File: config.mk
export PLATFORM = sky130hd
export DESIGN_NAME = ff_bank
export DESIGN_NICKNAME = d
export VERILOG_FILES = /design/src/rtl/ff_bank_pkg.sv /design/src/rtl/ff_cell.sv /design/src/rtl/ff_bank.sv
export SDC_FILE = /design/constraint.sdc
export NUM_CORES = 1
export LEC_CHECK = 0
export CAP_MARGIN = 20
export CELL_PAD_IN_SITES_DETAIL_PLACEMENT = 1
export CELL_PAD_IN_SITES_GLOBAL_PLACEMENT = 2
export CORE_AREA = 2 2 75 77
export CTS_CLUSTER_DIAMETER = 150
export DETAILED_ROUTE_END_ITERATION = 10
export DIE_AREA = 0 0 77 79
export HOLD_SLACK_MARGIN = 0.15
export PLACE_DENSITY_LB_ADDON = 0.1
export SLEW_MARGIN = 20
export SYNTH_ARGS = -nofsm -noshare
export SYNTH_HDL_FRONTEND = slang
export SYNTH_SLANG_ARGS = --single-unit
export TNS_END_PERCENT = 50
File: constraint.sdc
create_clock -name CLK -period 1.05 [get_ports CLK]
set_input_delay 0.2625 -clock CLK [delete_from_list [all_inputs] [get_ports CLK]]
set_output_delay 0.2625 -clock CLK [all_outputs]
set_load 0.01 [all_outputs]
File: src/rtl/ff_bank_pkg.sv
// ff_bank_pkg -- shared definitions for the configurable flip-flop bank.
//   mode_t : 2-bit flip-flop type selector shared by ff_bank and ff_cell
//            (MODE_SR, MODE_JK, MODE_D, MODE_T).
package ff_bank_pkg;

  typedef enum logic [1:0] {
    MODE_SR = 2'b00,
    MODE_JK = 2'b01,
    MODE_D  = 2'b10,
    MODE_T  = 2'b11
  } mode_t;

endpackage

File: src/rtl/ff_cell.sv
// ff_cell -- one flip-flop channel of the bank.
// Ports:
//   clk, rst_n : clock (rising edge) and asynchronous active-low reset
//   en         : clock enable; the channel holds when low
//   mode       : flip-flop type (SR, JK, D, T)
//   a, b       : S/J/D/T and R/K inputs
//   q          : registered state
//   ill        : registered flag, high for one cycle after an illegal SR edge
//   ill_now    : combinational "this edge is illegal" indication for the top
module ff_cell
  import ff_bank_pkg::*;
#(
  parameter logic RESET_BIT = 1'b0
) (
  input  logic  clk,
  input  logic  rst_n,
  input  logic  en,
  input  mode_t mode,
  input  logic  a,
  input  logic  b,
  output logic  q,
  output logic  ill,
  output logic  ill_now
);

  logic q_next_s;

  // Next-state and illegal-input decode for the selected flip-flop type.
  always_comb begin
    q_next_s = q;
    ill_now  = 1'b0;
    if (en) begin
      case (mode)
        MODE_SR: begin
          // S=R=1 is illegal: state holds and the event is flagged.
          if (a & b) begin
            ill_now = 1'b1;
          end else if (a) begin
            q_next_s = 1'b1;
          end else if (b) begin
            q_next_s = 1'b0;
          end else begin
            q_next_s = q;
          end
        end
        MODE_JK: begin
          if (a & b) begin
            q_next_s = ~q;
          end else if (a) begin
            q_next_s = 1'b1;
          end else if (b) begin
            q_next_s = 1'b0;
          end else begin
            q_next_s = q;
          end
        end
        MODE_D:  q_next_s = a;
        MODE_T:  q_next_s = q ^ a;
        default: q_next_s = q;
      endcase
    end else begin
      q_next_s = q;
      ill_now  = 1'b0;
    end
  end

  // State register and one-cycle illegal flag.
  always_ff @(posedge clk or negedge rst_n) begin
    if (!rst_n) begin
      q   <= RESET_BIT;
      ill <= 1'b0;
    end else begin
      q   <= q_next_s;
      ill <= ill_now;
    end
  end

endmodule

File: src/rtl/ff_bank.sv
// ff_bank -- WIDTH independent SR/JK/D/T flip-flops sharing one mode select,
// with per-channel illegal-input flags, a sticky error flag and, when the
// macro FF_BANK_ERRCNT_EN is defined, a saturating illegal-cycle counter.
// Ports:
//   CLK, RST_N : clock (rising edge) and asynchronous active-low reset
//   MODE       : 00 SR, 01 JK, 10 D, 11 T for all channels
//   EN         : clock enable
//   A, B       : per-channel S/J/D/T and R/K inputs
//   Q, QB      : registered state and its complement
//   ILL        : per-channel one-cycle illegal flag
//   ERR        : sticky illegal flag, cleared by ERR_CLR
//   ERR_CLR    : synchronous clear of ERR (and ERR_CNT)
//   ERR_CNT    : saturating count of illegal cycles (FF_BANK_ERRCNT_EN only)
module ff_bank
  import ff_bank_pkg::*;
#(
  parameter int               WIDTH     = 8,
  parameter logic [WIDTH-1:0] RESET_VAL = {WIDTH{1'b0}},
  parameter int               CNT_W     = 8
) (
  input  logic             CLK,
  input  logic             RST_N,
  input  logic [1:0]       MODE,
  input  logic             EN,
  input  logic [WIDTH-1:0] A,
  input  logic [WIDTH-1:0] B,
  output logic [WIDTH-1:0] Q,
  output logic [WIDTH-1:0] QB,
  output logic [WIDTH-1:0] ILL,
  output logic             ERR,
  input  logic             ERR_CLR
`ifdef FF_BANK_ERRCNT_EN
  ,
  output logic [CNT_W-1:0] ERR_CNT
`endif
);

  mode_t            mode_s;
  logic [WIDTH-1:0] ill_now_s;
  logic             ill_any_s;
  logic             err_r;

  assign mode_s    = mode_t'(MODE);
  assign ill_any_s = |ill_now_s;

  // QB is derived from Q so it tracks reset without its own register.
  assign QB  = ~Q;
  assign ERR = err_r;

  for (genvar i = 0; i < WIDTH; i++) begin : g_cell
    ff_cell #(
      .RESET_BIT (RESET_VAL[i])
    ) u_cell (
      .clk     (CLK),
      .rst_n   (RST_N),
      .en      (EN),
      .mode    (mode_s),
      .a       (A[i]),
      .b       (B[i]),
      .q       (Q[i]),
      .ill     (ILL[i]),
      .ill_now (ill_now_s[i])
    );
  end

  // Sticky error flag; a new illegal event wins over a clear on the same edge.
  always_ff @(posedge CLK or negedge RST_N) begin
    if (!RST_N) begin
      err_r <= 1'b0;
    end else if (ill_any_s) begin
      err_r <= 1'b1;
    end else if (ERR_CLR) begin
      err_r <= 1'b0;
    end else begin
      err_r <= err_r;
    end
  end

`ifdef FF_BANK_ERRCNT_EN
  logic [CNT_W-1:0] cnt_r;

  assign ERR_CNT = cnt_r;

  // Saturating illegal-cycle counter; clear plus event restarts at one.
  always_ff @(posedge CLK or negedge RST_N) begin
    if (!RST_N) begin
      cnt_r <= {CNT_W{1'b0}};
    end else if (ill_any_s) begin
      if (ERR_CLR) begin
        cnt_r <= CNT_W'(1);
      end else if (cnt_r != {CNT_W{1'b1}}) begin
        cnt_r <= cnt_r + CNT_W'(1);
      end else begin
        cnt_r <= cnt_r;
      end
    end else if (ERR_CLR) begin
      cnt_r <= {CNT_W{1'b0}};
    end else begin
      cnt_r <= cnt_r;
    end
  end
`endif

endmodule

==> results of run 1 <==
==> layout make-up <==
cell class	count	area, um2	area share [%]
multi-input cells	71	519	29.5
repair buffers	82	647	36.7
well taps	72	90.1	5.11
clock inverters	1	5.00	0.284
flip-flops and latches	17	425	24.1
clock buffers	3	41.3	2.34
inverters	9	33.8	1.92
==> registers in the layout, indices dropped and copies added (netlist names) <==
name and flops:
ERR 1, g_cell.u_cell.ill 8, g_cell.u_cell.q 8
==> what timing repair did <==
item                                    CTS  global route
hold buffers                              0             0
gates resized for setup                 158            14
endpoints found under the setup margin   42            30
pin swaps                                 9             3
setup buffers                             4             0
==> Yosys cell counts <==
cell	count	area share (%)
buf_4	17	12
dfrtp_1	17	39
inv_1	9	3.1
nand2_1	9	3.1
a21oi_1	8	3.7
a221o_1	8	7.4
mux2i_1	8	7.4
nand2b_1	8	4.6
nand3b_1	8	5.6
o21ai_0	8	3.7
nor2_1	7	2.4
clkbuf_1	2	0.70
a211o_1	1	0.81
a222oi_1	1	0.93
a22oi_1	1	0.70
a41oi_1	1	0.81
buf_2	1	0.46
buf_6	1	1.0
nor2_2	1	0.58
o21ai_2	1	0.81
or3b_1	1	0.81
==> tightest hold or removal path, delay by kind of cell <==
family / cells / cell delay, ps
buffers and inverters: 1 / 130
AND/OR/NAND/NOR: 2 / 100
==> power by group <==
group          switching, mW  total, mW  internal (mW)
sequential            0.0697      0.797          0.727
clock                  0.245      0.508          0.264
combinational          0.443       1.05          0.603
total                  0.758       2.35           1.59
==> kinds of logic (layout without fill, tap and decap cells) <==
logic type,after synthesis,count (layout),share of synthesized area [%]
and+or+nand+nor,34,34,17.2
buffers and inverters,30,95,17.1
muxes,8,8,7.42
DFF,17,17,39.4
AOI/OAI and AO/OA,29,29,18.9
==> worst max path at each step <==
stage,cells past startpoint,end,startpoint
after CTS,2,QB[7],g_cell[7].u_cell.q
after detailed placement,4,ERR,MODE[0]
final,2,QB[7],g_cell[7].u_cell.q
after floorplan,5,ERR,EN
after global routing,4,g_cell[2].u_cell.q,g_cell[2].u_cell.q
after global placement,4,ERR,MODE[0]
==> stage by stage <==
step	setup TNS, ps	worst slack [ps]	util, %	instance area (um2)
floorplan	-886	-108	-	1110
finish	-1140	-87.2	33.0	1760
global route	-2360	-151	33.0	1760
CTS	-1460	-95.2	32.3	1730
detailed placement	-13980	-719	33.1	1770
global placement	-13210	-681	33.1	1770
==> routing by layer <==
metal,share of wire (%),track usage [%],routed length [um]
met3,5.1,2.95,182
met2,49,20.4,1730
met5,0,0,0
met1,44,14.8,1560
met4,2.4,6.79,86
==> flow_metrics.py, run 1 <==
metrics = {
    "run_status": {
        "outcome": "complete, but fails checks",
        "violations": "setup timing",
    },
    "floorplanning": {
        "die_area_um2": 6080,
        "fp.dieH_um": 79,
        "ios": 47,
        "die_w_um": 77,
        "initial_core_util_pct": 20.2,
        "rows": 27,
        "coreArea_um2": 5340,
    },
    "place": {
        "post-place-cells": 250,
        "gp_congestion": 0.761,
        "portBuffers": 46,
        "dpl.hpwl_mm": 2.80,
    },
    "grt": {
        "grt_pass1_wl_mm": 5.80,
        "grt_remaining_overflow": 0,
        "antenna_found_initial": 0,
        "grt_use_total_pct": 12.3,
        "grt_max_degree": 18,
        "grt_pass1_vias": 1205,
    },
    "clock_network": {
        "cts_sinks": 17,
        "cts_tree": "yes",
        "clockRootBuffer": "clkbuf_8",
        "htreeDepth": 1,
        "clkLatencyLatePin_ps": 250,
        "numCtsBuffers": 3,
        "worst_setup_hold_path_clk_slew_ps": 70,
        "clockBufferDepth": 2,
    },
    "cells_and_area": {
        "fillers": 662,
        "stdcell_count": 255,
        "syn_to_final_growth_pct": 63.2,
        "layout_commonest_cell": "buf_4",
        "nNetsFinal": 206,
        "final_cell_mix": "buf_4, buf_2, dfrtp_1",
        "antennaDiodeCount": 0,
        "drive_above_1_share_pct": 50.3,
    },
    "timing": {
        "setup_ws_ps": -87.2,
        "rsz0062_at_grt": "true",
        "skew_ps": 0,
        "slew_headroom_pct": 73.2,
        "slew_viol_final": 0,
        "final_hold_viol_count": 0,
        "post-route-period-util_pct": 108,
        "setup_viol": 25,
        "fin_crit_ps": 1140,
        "holdWs_ps": 277,
        "worstMarginPinSlew_ps": 402,
        "fmax_mhz": 879,
    },
    "setup_path": {
        "crit_path_end_kind": "output port",
        "startpoint_type": "flop",
        "crit_fanout": 4,
        "reg2reg_depth": 4,
        "rr_endpoint": "g_cell[2].u_cell.q",
        "crit_required_ps": 790,
        "ff2ff_setup_slack_ps": -80,
        "path_class": "flop to output port",
        "worst-path-buf-inv": 2,
        "worstPathCellList": "inv_2 -> buf_6",
        "slowest_stage": "dfrtp_1",
        "slowest_delay_ps": 420,
        "crit_arrival_ps": 870,
        "cpLargestDelayFamily": "flip-flops",
        "r2r-start": "g_cell[2].u_cell.q",
    },
    "logic_synthesis": {
        "syn-instance-count": 118,
        "syn_area_um2": 1080,
        "avgSynthCellArea_um2": 9.15,
        "synth_fp_nets": 140,
        "ys_seq_elements": 17,
        "synthDistinctLibCells": 21,
        "yosysSeqAreaShare_pct": 39.4,
        "yosys_warnings": 0,
    },
    "drt": {
        "vias": 1094,
        "antenna_left": 0,
        "wl_per_cell_um": 13.9,
        "drtIter0Drc": 33,
        "routed_wl_mm": 3.56,
        "viasPerCell": 4.29,
        "firstDrtPassIters": 4,
        "drcViolationCount": 0,
    },
    "worst_hold_path": {
        "whs_endpoint": "g_cell[7].u_cell.ill",
        "hp-class": "input port to flop",
        "hold_path_depth": 3,
        "hold_start": "A[7]",
    },
    "power_and_ir_drop": {
        "p_leak_nw": 0.879,
        "ir_drop_mv": 0.416,
        "p_total_mw": 2.35,
        "powerDensity_nw_per_um2": 1330,
    },
    "job": {
        "cap_violations": 0,
    },
}
No activity file was read; power rests on OpenSTA's default activity.
==> run 2: changes to the inputs <==
CORE_AREA = 2 2 73 75   (was 2 2 75 77)
DIE_AREA = 0 0 75 77   (was 0 0 77 79)
SYNTH_HIERARCHICAL = 1   (was default)
==> run 2 against run 1 <==
  * Utilization grew 11 points
  * Final cell count grew 7.8%
  * Critical path depth is the same
  * Synthesized cell count shrank 14%
  * Total power grew 4.7%
  * Critical endpoint is now QB[2]
  * Clock-buffer cell count is the same
  * The run still ends with setup timing left
  * Sequential cell count is the same
  * Clock power grew 7.9%
  * Synthesized area shrank 5.9%
  * Combinational power grew 7%
==> flow_metrics.py, run 2 <==
metrics = {
    "clock_network": {
        "clkLatencyLatePin_ps": 260,
        "clockRootBuffer": "clkbuf_8",
        "clockBufferDepth": 2,
        "numCtsBuffers": 3,
        "cts_sinks": 17,
        "cts_tree": "yes",
        "htreeDepth": 1,
        "worst_setup_hold_path_clk_slew_ps": 80,
    },
    "logic_synthesis": {
        "yosysSeqAreaShare_pct": 41.9,
        "synthDistinctLibCells": 15,
        "synth_fp_nets": 123,
        "ys_seq_elements": 17,
        "synthFlopType": "dfrtp_1",
        "synth_area_leaders": "dfrtp_1, mux2i_1, a211o_1",
        "synthArstFlopShare_pct": 100,
        "yosys_warnings": 6,
        "yosysMostFrequentCell": "dfrtp_1",
        "synth-edff-count": 0,
        "syn_area_um2": 1020,
        "syn-instance-count": 101,
        "yosysTopAreaCellShare_pct": 41.9,
        "synth_area_leader_cell": "dfrtp_1",
        "avgSynthCellArea_um2": 10.1,
    },
    "power_and_ir_drop": {
        "powerDensity_nw_per_um2": 1140,
        "ir_drop_mv": 0.397,
        "p_leak_nw": 1.09,
    },
    "cells_and_area": {
        "stdcell_count": 275,
        "drive_above_1_share_pct": 51.7,
        "layout_commonest_cell": "buf_4",
        "syn_to_final_growth_pct": 113,
        "antennaDiodeCount": 0,
        "nNetsFinal": 228,
        "fin_util_pct": 43.5,
        "final_cell_mix": "buf_4, buf_2, dfrtp_1",
    },
    "timing": {
        "fin_crit_ps": 1110,
        "post-route-period-util_pct": 106,
        "slew_viol_final": 0,
        "final_hold_viol_count": 0,
        "setup_ws_ps": -61.7,
        "skew_ps": 0,
        "rsz0062_at_grt": "true",
        "slew_headroom_pct": 78.5,
        "worstMarginPinSlew_ps": 321,
        "fmax_mhz": 900,
        "setup_viol": 23,
    },
    "grt": {
        "grt_remaining_overflow": 0,
        "grt_pass1_vias": 1359,
        "antenna_found_initial": 0,
        "grt_max_degree": 18,
        "grt_pass1_wl_mm": 6.70,
        "grt_use_total_pct": 15.2,
    },
    "setup_path": {
        "reg2reg_depth": 3,
        "rr_endpoint": "g_cell[2].u_cell/q",
        "ff2ff_setup_slack_ps": -30,
        "setup.worst_path.end": "QB[2]",
        "crit_required_ps": 790,
        "cpLargestDelayFamily": "flip-flops",
        "worst-path-buf-inv": 2,
        "startpoint": "g_cell[2].u_cell/q",
        "path_class": "flop to output port",
        "crit_arrival_ps": 850,
        "cp.depth": 2,
        "slowest_delay_ps": 410,
        "r2r-start": "g_cell[2].u_cell/q",
        "crit_fanout": 3,
        "worstPathCellList": "inv_1 -> buf_2",
        "crit_path_end_kind": "output port",
        "startpoint_type": "flop",
        "slowest_stage": "dfrtp_1",
    },
    "job": {
        "cap_violations": 0,
    },
    "drt": {
        "viasPerCell": 4.54,
        "drtIter0Drc": 37,
        "vias": 1249,
        "wl_per_cell_um": 14.9,
        "drcViolationCount": 0,
        "firstDrtPassIters": 4,
        "antenna_left": 0,
        "routed_wl_mm": 4.10,
    },
    "run_status": {
        "violations": "setup timing",
        "outcome": "complete, but fails checks",
    },
    "floorplanning": {
        "fp.dieH_um": 77,
        "ios": 47,
        "rows": 26,
        "initial_core_util_pct": 20.4,
        "die_area_um2": 5780,
        "coreArea_um2": 4980,
        "die_w_um": 75,
    },
    "place": {
        "post-place-cells": 262,
        "dpl.hpwl_mm": 2.76,
        "gp_congestion": 0.714,
        "portBuffers": 46,
    },
    "worst_hold_path": {
        "hp-class": "input port to asynchronous set/reset pin",
    },
}
run 2: cell count changes after synthesis, sizes merged, moves of 8 or more:
| cell | delta |
|---|---|
| o31ai | +8 |
| or2 | +8 |
| a21boi | +8 |
| a221o | -8 |
| nand3b | -8 |
| nor2 | -8 |
| nor4b | +8 |
| nand4b | +8 |
| a21oi | -8 |
| buf | -19 |
run 2: worst min-delay path by stage:
stage	from	slack (ps)	depth (start not counted)	to
CTS	RST_N	320	2	g_cell[0].u_cell/q
detailed placement	ERR	550	2	ERR
global route	RST_N	350	2	g_cell[0].u_cell/q
floorplan	RST_N	-30	0	ERR
finish	RST_N	330	2	g_cell[0].u_cell/q
global placement	ERR	560	2	ERR
run 2: repair_timing:
item,in CTS,in global routing
pin swaps,9,5
cloned,4,0
resized for setup,154,13
hold buffers,0,0
endpoints found under the setup margin,42,31
buffers inserted,6,0
run 2: per-stage QoR:
step / power [mW] / area, um2 / setup TNS, ps / worst slack [ps] / hold WS, ps
after detailed placement: 1.92 / 1950 / -11940 / -661 / 554
final: 2.46 / 2170 / -696 / -61.7 / 326
after global placement: 1.89 / 1950 / -11520 / -621 / 564
after floorplan: 1.18 / 1020 / 0 / 75.7 / -33.1
after global routing: 2.62 / 2170 / -1900 / -110 / 353
after CTS: 2.44 / 2130 / -955 / -78.5 / 324
run 2: layer usage:
metal / vias to the layer above / global-route usage (%) / wire length [um]
met1: 621 / 17.7 / 1670
li1: 600 / - / -
met3: 2 / 2.10 / 181
met2: 26 / 28.5 / 2240
met4: 0 / 2.86 / 9
met5: - / 0 / 0
run 2: final cells by class:
| type | instances | area (um2) |
|---|---|---|
| Timing Repair Buffer | 100 | 891 |
| Inverter | 8 | 30.0 |
| Multi-Input combinational cell | 76 | 684 |
| Clock inverter | 1 | 7.51 |
| Tap cell | 70 | 87.6 |
| Sequential cell | 17 | 425 |
| Clock buffer | 3 | 41.3 |
| Fill cell | 576 | 2810 |
run 2: cells by family after synthesis:
family / share of synthesized area (%)
AOI/OAI and AO/OA: 22.7
buffers and inverters: 2.96
muxes: 7.88
and+or+nand+nor: 24.6
DFF: 41.9
run 2: where the power goes:
| group | total, mW | internal, mW | switching [mW] |
|---|---|---|---|
| clock network | 0.548 | 0.268 | 0.280 |
| logic | 1.12 | 0.633 | 0.483 |
| registers | 0.800 | 0.735 | 0.0645 |
